### src/rtl/sobel_pkg.sv
// Shared pixel/window types and defaults for the Sobel front end.
// Window element (r,c) sits at bit offset DATA_WIDTH*win_elem(r,c), r=0 top, c=0 left.
package sobel_pkg;

  localparam int DEF_DATA_WIDTH = 24;
  localparam int DEF_IMG_WIDTH  = 100;
  localparam int DEF_IMG_HEIGHT = 100;

  typedef logic [DEF_DATA_WIDTH-1:0]   pixel_t;
  typedef logic [9*DEF_DATA_WIDTH-1:0] window_t;

  function automatic int unsigned win_elem(input int unsigned r, input int unsigned c);
    return 3 * r + c;
  endfunction

endpackage

### src/rtl/sobel_window_reader.sv
// Builds 3x3 windows from the raster stream plus two line-buffer taps; win one cycle after accept.
// Single output register: in_ready drops while a window is held unaccepted, freezing everything.
module sobel_window_reader
  import sobel_pkg::*;
#(
  parameter int IMG_WIDTH  = DEF_IMG_WIDTH,
  parameter int IMG_HEIGHT = DEF_IMG_HEIGHT,
  parameter int DATA_WIDTH = DEF_DATA_WIDTH
) (
  input  logic                    clk,
  input  logic                    rst_n,
  input  logic                    in_valid,
  output logic                    in_ready,
  input  logic [DATA_WIDTH-1:0]   in_pixel,
  input  logic [DATA_WIDTH-1:0]   lb0_out,
  input  logic [DATA_WIDTH-1:0]   lb1_out,
  output logic                    lb_shift_en,
  output logic                    win_valid,
  input  logic                    win_ready,
  output logic [9*DATA_WIDTH-1:0] win,
  output logic                    frame_done
);

  localparam int CW = $clog2(IMG_WIDTH);
  localparam int RW = $clog2(IMG_HEIGHT);

  logic [CW-1:0]           col;
  logic [RW-1:0]           row;
  logic [9*DATA_WIDTH-1:0] win_q;
  logic                    accept;
  logic                    col_last;
  logic                    row_last;
  logic                    win_ok;

  assign in_ready    = !win_valid || win_ready;
  assign accept      = in_valid && in_ready;
  assign lb_shift_en = accept;

  assign col_last = (col == CW'(IMG_WIDTH - 1));
  assign row_last = (row == RW'(IMG_HEIGHT - 1));
  // The first two columns/rows of a frame would pull in the previous row/frame.
  assign win_ok   = (col >= CW'(2)) && (row >= RW'(2));

  always_ff @(posedge clk) begin
    if (!rst_n) begin
      col        <= '0;
      row        <= '0;
      win_valid  <= 1'b0;
      frame_done <= 1'b0;
      win_q      <= '0;
    end else begin
      frame_done <= accept && col_last && row_last;
      if (accept) begin
        col <= col_last ? '0 : col + 1'b1;
        if (col_last) begin
          row <= row_last ? '0 : row + 1'b1;
        end
        win_valid <= win_ok;
        for (int r = 0; r < 3; r++) begin
          for (int c = 0; c < 2; c++) begin
            win_q[DATA_WIDTH*win_elem(r, c) +: DATA_WIDTH] <=
              win_q[DATA_WIDTH*win_elem(r, c+1) +: DATA_WIDTH];
          end
        end
        win_q[DATA_WIDTH*win_elem(0, 2) +: DATA_WIDTH] <= lb1_out;
        win_q[DATA_WIDTH*win_elem(1, 2) +: DATA_WIDTH] <= lb0_out;
        win_q[DATA_WIDTH*win_elem(2, 2) +: DATA_WIDTH] <= in_pixel;
      end else if (win_ready) begin
        win_valid <= 1'b0;
      end
    end
  end

  assign win = win_q;

endmodule
### config.mk
export PLATFORM = sky130hd
export DESIGN_NAME = sobel_window_reader
export DESIGN_NICKNAME = d
export VERILOG_FILES = /design/src/rtl/sobel_pkg.sv /design/src/rtl/sobel_window_reader.sv
export SDC_FILE = /design/constraint.sdc
export NUM_CORES = 1
export LEC_CHECK = 0
export CELL_PAD_IN_SITES_DETAIL_PLACEMENT = 1
export CELL_PAD_IN_SITES_GLOBAL_PLACEMENT = 1
export CORE_ASPECT_RATIO = 0.75
export CORE_MARGIN = 5
export CORE_UTILIZATION = 35
export DETAILED_ROUTE_END_ITERATION = 10
export PLACE_DENSITY_LB_ADDON = 0.2
export SYNTH_ARGS = -nofsm -noshare
export SYNTH_HDL_FRONTEND = slang
export SYNTH_SLANG_ARGS = --single-unit
### constraint.sdc
create_clock -name clk -period 2.86 [get_ports clk]
set_input_delay 0.715 -clock clk [delete_from_list [all_inputs] [get_ports clk]]
set_output_delay 0.715 -clock clk [all_outputs]
set_load 0.02 [all_outputs]
## After elaboration in Yosys (flattened, before gate mapping)

Cells that the tools add are included.

| word-level totals | value |
|---|---|
| bits in registers | 232 |
| bits in latches | 0 |
| memory bits (writable) | 0 |
| memory bits (read-only) | 0 |
| input port bits | 76 |
| output and inout bits | 220 |
| word-level logic and storage cells | 23 |
| memories kept | 0 |

| operators by class | value |
|---|---|
| add/sub/neg operators | 2 |
| $mul | 0 |
| divide/modulo/power cells | 0 |
| magnitude comparators | 2 |
| eq/ne operators | 2 |
| shift operators | 0 |
| mux-type cells | 4 |
| bitwise operators | 0 |
| reduce and logical (&&, ||, !) cells | 8 |

Operators with widths:

| operator | count |
|---|---|
| 7-bit by 1-bit adder with 7-bit output, second input constant | 2 |
| 7-bit == test, second input constant | 2 |
| 7-bit by 2-bit >= comparator with 1-bit output, second input constant | 2 |
| 7-bit 2-to-1 mux | 2 |
| 1-bit logical AND | 4 |
| 1-bit 2-to-1 mux | 2 |
| 2-bit AND reduction | 1 |
| 2-bit nonzero test | 1 |
| 1-bit zero test | 1 |
| 1-bit logical OR | 1 |

## Logic depth before layout (Yosys ltp)

Gate-level depths: netlist of the first run.

| depth | value |
|---|---|
| depth in word-level cells | 5 |
| gate-level depth with buffers | 7 |
| gate-level depth less buffers | 6 |

## Least setup slack after synthesis of the first run

Ideal clock, no wire load.

| timing | value |
|---|---|
| path kind | input to output |
| from | input port in_valid |
| to | output port lb_shift_en |
| arrival | 1,514 ps |
| data required time | 2,145 ps |
| slack | 631 ps |
| stages on the path | 4 |
| path buffers | 2 |
| cell sequence | buf_4 nand2_1 inv_1 clkbuf_1 |

| between the ends | value |
|---|---|
| longest elaborated chain between the ends | 1 |

RTL lines:

| element | RTL line | text |
|---|---|---|
| start, declared | sobel_window_reader.sv:12 | `input logic in_valid,` |
| 1-bit logical AND | sobel_window_reader.sv:36 | `assign accept = in_valid && in_ready;` |
| end, declared | sobel_window_reader.sv:17 | `output logic lb_shift_en,` |

Every way passes these cells.

## Final worst setup path of the first run

| timing | value |
|---|---|
| from | input port win_ready |
| to | output port in_ready |

| between the ends | value |
|---|---|
| longest elaborated chain between the ends | 1 |

RTL lines:

| element | RTL line | text |
|---|---|---|
| start, declared | sobel_window_reader.sv:19 | `input logic win_ready,` |
| 1-bit logical OR | sobel_window_reader.sv:35 | `assign in_ready = !win_valid \|\| win_ready;` |
| end, declared | sobel_window_reader.sv:13 | `output logic in_ready,` |

Every way passes these cells.

==> metrics, run 1 <==
Die Width=192 um; placed insts=1600; Rel. slew slack=0.300; Worst-path clk slew=60 ps; First-pass DRT Iterations=4; Final Total Pwr=7610 uW; post-layout util=0.518; # IOs=296; Synth Flop Type=dfxtp_1; largest net degree at the start of global routing=217; final cell count without fillers=1645; Final min period=2810 ps; post-place setup slack=7.13 ps; final setup fails=0; final worst slack=48.8 ps; GP Congestion=0.743; routed vias=7680; mean area per synthesized cell=8.46 um^2; unrepaired setup endpoints after global routing=no; Pins Over Slew Limit=0; starting density of the core=0.352; post-synthesis instance total=1029; f_max=356 MHz; status=finished, final reports clean; die height=147 um; Final Cycle Share=0.983; post-route ant nets=0; Seq/Total Area, Yosys=0.534; CTS max path bufs=3; DRT iter0 DRCs=329; DPL Wire Length=18200 um; CP Capture Type=primary output; most frequent cell after synthesis=nand2_1; peak supply drop=0.557 mV; Total Routing Usage GR=0.182; top cells by count, synth=nand2_1, dfxtp_1, a21boi_0; FILL cells=2841; I/O Buffers=295; arrival time worst endpoint=2100 ps; CP max FO=2; maxcap violations=0; Critical Path Source Type=input pin; clk_lat worst skew=520 ps; CTS Root Buffer Type=clkbuf_16; H-tree depth=1; Cell Area, Synth=8700 um^2; CORE AREA=24700 um^2; Net Count, Synth=1109; cts hold-fix bufs=0; area grow syn2layout=47.0%; power per cell area=595 nW/um^2; FF-to-FF setup slack=960 ps; Yosys cell types=28; layout cells sized above 1=0.0474; Overflow after GRT=0; std cell rows=50; Slew @ Worst Pin=1050 ps; vias in the first global route=7838; Leak=0.00447 uW; setup TNS=0 ps; Seq cells post-synth=232; final clock skew=13.4 ps; CTS tree=yes; Yosys warnings=0; Hold Crit Class=register to register; async set-reset flop share out of synthesis=0; fin nets=1369; largest area contributor in the netlist=dfxtp_1; Ant. Diodes=0; worst setup path category=input pin to primary output; initial antenna violation count=0; top-area cell type share of the netlist area=0.534; critical path required time=2140 ps; Post-synth EDFFs=0; Final Hold Viols=0; via density per instance=4.67; Area contributors post-synth=dfxtp_1, nand2_1, a21boi_0; full die area=28200 um^2; CTS buffer count=25; first-pass GRT wire length=42300 um; CTS sink count=232; routed len/inst=16.4 um; DR DRC count=0; final WL=27000 um
[cell type report]
class	instances	area (um^2)	area share
Clock buffer	32	702	0.0548
Tap cell	338	423	0.0330
Sequential cell	232	4640	0.363
Timing Repair Buffer	306	3110	0.243
Clock inverter	13	171	0.0134
Inverter	4	20.0	0.00156
Multi-Input combinational cell	720	3730	0.291
[sequential cells by signal (all words and copies together), names as in the netlist]
register and count:
col 7, frame_done 1, row 7, win 216, win_valid 1
[worst max-delay path, stage by stage]
cell             delay, ps
clkdlybuf4s50_1        460
nand2b_1               180
buf_4                  150
clkdlybuf4s50_1        600
[cells in the final DEF, fill, tap and decap left out, types with 6 or more instances in the layout]
master,instances
nand4_1,10
clkbuf_16,25
nand2_1,439
buf_4,6
nor2_1,8
clkdlybuf4s50_1,293
clkinv_2,7
a21boi_0,218
dfxtp_1,232
buf_12,6
[cell families after synthesis]
group,count (synthesis),synth area share
fa+ha+maj,4,0.00575
flops,232,0.534
compound gates,229,0.195
buf+inv,77,0.0390
simple gates,480,0.220
xor+xnor,7,0.00704
[per-stage QoR]
stage / hold slack [ps] / cell area [um^2]
after CTS: 464 / 12800
after global routing: 478 / 12800
after global placement: 448 / 11900
final: 458 / 12800
after detailed placement: 456 / 11900
after floorplan: 456 / 8700
[repair_timing]
item,CTS,global route
endpoints found under the setup margin,0,1
buffers inserted,0,0
resized for setup,0,1
[per-layer routing]
metal,global-route usage,share of wire,up-vias
met3,0.0638,0.080,41
met5,0,0,-
li1,-,-,3849
met2,0.299,0.45,189
met1,0.233,0.45,3601
met4,0.0403,0.022,0
[worst paths after layout]
kind                   startpoint                   end  depth (start not counted)
max                     win_ready              in_ready                          4
min          win[80]$_SDFFE_PN0P_  win[80]$_SDFFE_PN0P_                          2
max reg2reg   col[0]$_SDFFE_PN0P_   row[4]$_SDFFE_PN0P_                          5
min reg2reg  win[80]$_SDFFE_PN0P_  win[80]$_SDFFE_PN0P_                          2
[where the power goes]
part	switching [uW]	internal (uW)	total [uW]	leakage, uW
clock network	1330	2090	3420	0.000435
registers	79.9	3340	3420	0.00189
logic	407	363	770	0.00215
No activity file was read; power rests on OpenSTA's default activity.
==> run 2, diff against run 1 <==
ABC_CLOCK_PERIOD_IN_PS = 2860   (was default)
CORE_MARGIN = 1.5   (was 5)
SKIP_LAST_GASP = 1   (was default)
==> run 2 against run 1 <==
  * Register-to-register slack worse by 90 ps
  * Flip-flop and latch count stayed put
  * Total power shrank 3.8%
  * Worst hold slack improved by 1.7 ps
  * Critical path type unchanged
==> metrics, run 2 (same netlist as run 1, synthesis figures left out) <==
die height=140 um (-4.8%); Overflow after GRT=0 (unchanged); Worst-path clk slew=60 ps (about the same); DR DRC count=0 (unchanged); f_max=359 MHz (+0.84%); DRT iter0 DRCs=284 (-14%); Reg power frac=0.467 (+0.018); unrepaired setup endpoints after global routing=no; CP Capture Type=primary output; cts hold-fix bufs=0 (unchanged); most frequent cells in the layout=nand2_1, clkdlybuf4s50_1, dfxtp_1; routed vias=7762 (+1.1%); std cell rows=49 (-2.0%); Die Width=185 um (-3.6%); final setup fails=0 (unchanged); commonest non-fill, non-tap cell in the layout=nand2_1; sw power=1740 uW (-4.1%); worst setup path category=input pin to primary output; CTS buffer count=25 (unchanged); Slew @ Worst Pin=984 ps (-66.1 ps); Comb pwr share=0.104 (+0.003); FILL cells=2837 (-0.14%); clk_lat worst skew=500 ps (-20 ps); CTS tree=yes; Ant. Diodes=0 (unchanged); status=finished, final reports clean; post-route ant nets=0 (unchanged); Int Pwr=5580 uW (-3.7%); Hold Crit Class=register to register; First-pass DRT Iterations=4 (unchanged); fin nets=1370 (+0.073%); setup TNS=0 ps (unchanged); initial antenna violation count=0 (unchanged); GP Congestion=0.785 (+5.7%); CTS sink count=232 (unchanged); largest net degree at the start of global routing=220 (+1.4%); Pins Over Slew Limit=0 (unchanged); final WL=26300 um (-2.7%); # IOs=296 (unchanged); I/O Buffers=295 (unchanged); via density per instance=4.75 (+1.7%); Critical Path Source Type=input pin; final worst slack=72.2 ps (+23.4 ps); power per cell area=577 nW/um^2 (-2.9%); vias in the first global route=7801 (-0.47%); Leak=0.00442 uW (-1.2%); maxcap violations=0 (unchanged); final clock skew=5.26 ps (-8.09 ps); Post-CTS Setup Bufs=0 (unchanged); starting density of the core=0.359 (+0.00719); Hold WS=460 ps (+1.67 ps); DPL Wire Length=17300 um (-4.7%); Sw Share=0.238 (-0.000783); CORE AREA=24200 um^2 (-2.0%); Final min period=2790 ps (-23.4 ps); CP max FO=2 (unchanged); Clock power frac=0.428 (-0.022); Rel. slew slack=0.344 (+0.0440); layout cells sized above 1=0.0414 (-0.00603); first-pass GRT wire length=42200 um (-0.20%); full die area=25800 um^2 (-8.2%); max reg flops=216 (unchanged); arrival time worst endpoint=2070 ps (-30 ps); routed len/inst=16.1 um (-2.1%); Final Cycle Share=0.975 (-0.00819); H-tree depth=1 (unchanged); Total Routing Usage GR=0.203 (+0.0202); Final Hold Viols=0 (unchanged); CTS max path bufs=3 (unchanged); peak supply drop=0.487 mV (-13%); area grow syn2layout=45.7%; post-place setup slack=20.3 ps (+13.2 ps); CTS Root Buffer Type=clkbuf_16; critical path required time=2140 ps (about the same); post-CTS sizing=0 (unchanged)
-- run 2: changes by cell type in the layout (fill, tap and decap cells not counted) --
cell / previous run / this run
clkinvlp_4: 1 / 0
clkbuf_8: 5 / 4
bufinv_16: 4 / 2
buf_4: 6 / 9
clkbuf_1: 2 / 7
clkinv_2: 7 / 3
inv_6: 2 / 1
buf_12: 6 / 4
-- run 2: cell type report --
cell class	instances	area [um^2]	share of cell area
clock buffer	36	707	0.0557
sequential	232	4640	0.366
tap	331	414	0.0327
clock inverter	5	75.1	0.00592
inverter	4	20.0	0.00158
timing repair buffer	307	3090	0.244
multi-input combinational	720	3730	0.294
-- run 2: power groups by stage --
stage	combinational, uW	clock (uW)	sequential [uW]
floorplan	256	0	3600
global placement	764	0	3490
detailed placement	773	0	3490
CTS	778	3230	3420
global route	830	3350	3430
finish	764	3140	3420
-- run 2: final timing paths --
kind | startpoint | endpoint | slack, ps | depth (start not counted)
setup reg to reg | win_valid$_SDFFE_PN0P_ | win[78]$_SDFFE_PN0P_ | 870 | 6
hold reg to reg | win[95]$_SDFFE_PN0P_ | win[95]$_SDFFE_PN0P_ | 460 | 2
hold / removal | win[95]$_SDFFE_PN0P_ | win[95]$_SDFFE_PN0P_ | 460 | 2
setup / recovery | win_ready | in_ready | 70 | 4
-- run 2: critical path, cell delays in order --
cell and delay [ps]:
clkdlybuf4s50_1 450, nand2b_1 180, buf_4 140, clkdlybuf4s50_1 590
-- run 2: per-layer routing --
layer  track usage  vias to the layer above  share of wire  wire length [um]
met1         0.251                     3716           0.43             11400
li1              -                     3848              -                 -
met5             0                        -              0                 0
met4        0.0398                        0          0.016               432
met2         0.342                      170           0.47             12300
met3        0.0686                       28          0.081              2120
-- run 2: per-stage QoR --
| step | area, um^2 | cells | util | power, uW |
|---|---|---|---|---|
| floorplan | 8700 | 1029 | - | 3850 |
| global placement | 11900 | 1594 | 0.491 | 4250 |
| detailed placement | 11900 | 1594 | 0.491 | 4260 |
| CTS | 12700 | 1635 | 0.524 | 7420 |
| global route | 12700 | 1635 | 0.524 | 7610 |
| finish | 12700 | 1635 | 0.524 | 7320 |
==> run 3, diff against run 2 <==
--- a/config.mk
+++ b/config.mk
@@ -10,5 +10,4 @@
 export CELL_PAD_IN_SITES_GLOBAL_PLACEMENT = 1
 export CORE_ASPECT_RATIO = 0.75
-export CORE_MARGIN = 1.5
 export CORE_UTILIZATION = 35
 export DETAILED_ROUTE_END_ITERATION = 10
==> constraint.sdc (replaced) <==
create_clock -name clk -period 2.86 [get_ports clk]
set_input_delay 0.572 -clock clk [delete_from_list [all_inputs] [get_ports clk]]
set_output_delay 0.572 -clock clk [all_outputs]
set_load 0.02 [all_outputs]
==> run 3 against run 2 <==
  * Register-to-register slack improved by 30 ps
  * Critical path type unchanged
  * Final cell count fell by 0.24%
  * Clock-buffer cell count decreased by 6
  * Worst hold slack got worse by 1.4 ps
  * Critical path depth unchanged
  * Core utilization is 0.34 points lower
  * Largest cell class unchanged
  * Critical endpoint unchanged
  * Die area shrank 1.3%
  * Routed wire length is 1.8% lower
  * Sequential share of layout area increased by 0.24 points
==> metrics, run 3 (same netlist as run 1, synthesis figures left out) <==
fin nets=1366 (-0.29%); final cell count without fillers=1631 (-0.24%); final WL=25800 um (-1.8%); DRT iter0 DRCs=384 (+35%); full die area=25500 um^2 (-1.3%); Worst R2R Path Depth=5 (-1); max reg flops=216 (unchanged); CTS buffer count=25 (unchanged); Worst-path clk slew=60 ps (about the same); Worst Hold Depth=2 (unchanged); Hold WS=459 ps (-1.42 ps); Rel. slew slack=0.267 (-0.0767); std cell rows=49 (unchanged); routed len/inst=15.8 um (-1.6%); CTS sink count=232 (unchanged); layout cells sized above 1=0.0423 (+0.000897); routed vias=7722 (-0.52%); f_max=388 MHz (+8.1%); maxcap violations=0 (unchanged); Overflow after GRT=0 (unchanged); hold path endpoint=win[145]$_SDFFE_PN0P_; Final Hold Viols=0 (unchanged); critical path required time=2290 ps (+150 ps); area grow syn2layout=44.7%; FF-to-FF setup slack=900 ps (+30 ps); vias in the first global route=7770 (-0.40%); Leak=0.00438 uW (-0.94%); hold path startpoint=win[145]$_SDFFE_PN0P_; CP Capture Type=primary output; clk_lat worst skew=510 ps (about the same); DPL Wire Length=16800 um (-3.2%); peak supply drop=0.404 mV (-17%); cts hold-fix bufs=0 (unchanged); most frequent cells in the layout=nand2_1, clkdlybuf4s50_1, dfxtp_1; Total Routing Usage GR=0.199 (-0.00377); first-pass GRT wire length=41200 um (-2.4%); final clock skew=9.23 ps (+3.97 ps); die height=139 um (-0.72%); r2r endpoint=win[95]$_SDFFE_PN0P_; CP cell instances=clkdlybuf4s50_1 > nand2b_1 > buf_4 > clkdlybuf4s50_1; Slew @ Worst Pin=1100 ps (+115 ps); H-tree depth=1 (unchanged); CORE AREA=24200 um^2 (unchanged); initial antenna violation count=1 (+1); post-route ant nets=0 (unchanged); I/O Buffers=295 (unchanged); Final Cycle Share=0.902 (-0.0728); largest net degree at the start of global routing=217 (-1.4%); commonest non-fill, non-tap cell in the layout=nand2_1; CP dominant cell by count=clkdlybuf4s50_1; Reg-to-Reg Start=win_valid$_SDFFE_PN0P_; CP top delay family=buffers and inverters; arrival time worst endpoint=2010 ps (-60 ps); CP max FO=10 (+8); DR DRC count=0 (unchanged); CTS tree=yes; post-layout util=0.520 (-0.00341); CTS max path bufs=3 (unchanged); via density per instance=4.73 (-0.27%); CP max stage delay=620 ps (+30 ps); starting density of the core=0.359 (unchanged); Ant. Diodes=0 (unchanged); # IOs=296 (unchanged); Post-CTS Setup Bufs=0 (unchanged); setup TNS=0 ps (unchanged); CTS Root Buffer Type=clkbuf_16; placed insts=1590 (-0.25%); Die Width=184 um (-0.54%); unrepaired setup endpoints after global routing=no; Final min period=2580 ps (-208 ps); power per cell area=566 nW/um^2 (-1.9%); Hold Crit Class=register to register; Critical Path Source Type=input pin; status=finished, final reports clean; worst setup path category=input pin to primary output; GP Congestion=0.769 (-2.0%); post-CTS sizing=0 (unchanged); CP bufs+invs=3 (unchanged); final setup fails=0 (unchanged); Pins Over Slew Limit=0 (unchanged); slowest CP cell=clkdlybuf4s50_1; First-pass DRT Iterations=4 (unchanged)
## run 3: changes by cell type in the layout (fill, tap and decap cells not counted), sizes merged
cell           previous run  this run
buf                      13         9
bufinv                    2         0
clkbuf                   36        30
clkdlybuf4s50           293       294
clkinv                    3        10
clkinvlp                  0         1
dlymetal6s2s              1         0
## run 3: per-stage QoR
stage	power (uW)	setup WS [ps]	cell area, um^2
after global routing	7440	207	12600
after floorplan	3850	917	8700
after CTS	7240	276	12600
after global placement	4240	283	11900
final	7130	280	12600
after detailed placement	4260	279	11900
## run 3: worst max path at each step
stage / cells after the start / slack (ps) / startpoint / end
after floorplan: 4 / 920 / in_valid / lb_shift_en
after global placement: 4 / 280 / win_ready / in_ready
after detailed placement: 4 / 280 / win_ready / in_ready
after CTS: 4 / 280 / win_ready / in_ready
after global routing: 4 / 210 / win_ready / in_ready
final: 4 / 280 / win_ready / in_ready
## run 3: report_power, final
group / leakage [uW] / internal (uW) / total, uW / switching, uW
registers: 0.00189 / 3340 / 3420 / 79.7
clock network: 0.000371 / 1660 / 2960 / 1290
logic: 0.00212 / 359 / 760 / 401
## run 3: routing by layer
layer	routed length (um)	global-route usage	vias up
li1	-	-	3850
met1	11500	0.252	3649
met2	11600	0.324	183
met3	2110	0.0685	38
met4	599	0.0478	2
met5	13	0	-
## run 3: layout make-up
class | count | area, um^2
Timing Repair Buffer | 303 | 3060
Multi-Input combinational cell | 720 | 3730
Fill cell | 2824 | 11600
Clock buffer | 30 | 674
Sequential cell | 232 | 4640
Inverter | 4 | 20.0
Clock inverter | 11 | 57.6
Tap cell | 331 | 414
## run 3: worst min-delay path: stages, from the launching register on
cell,delay (ps)
dfxtp_1,310
nand2_1,40
a21boi_0,60
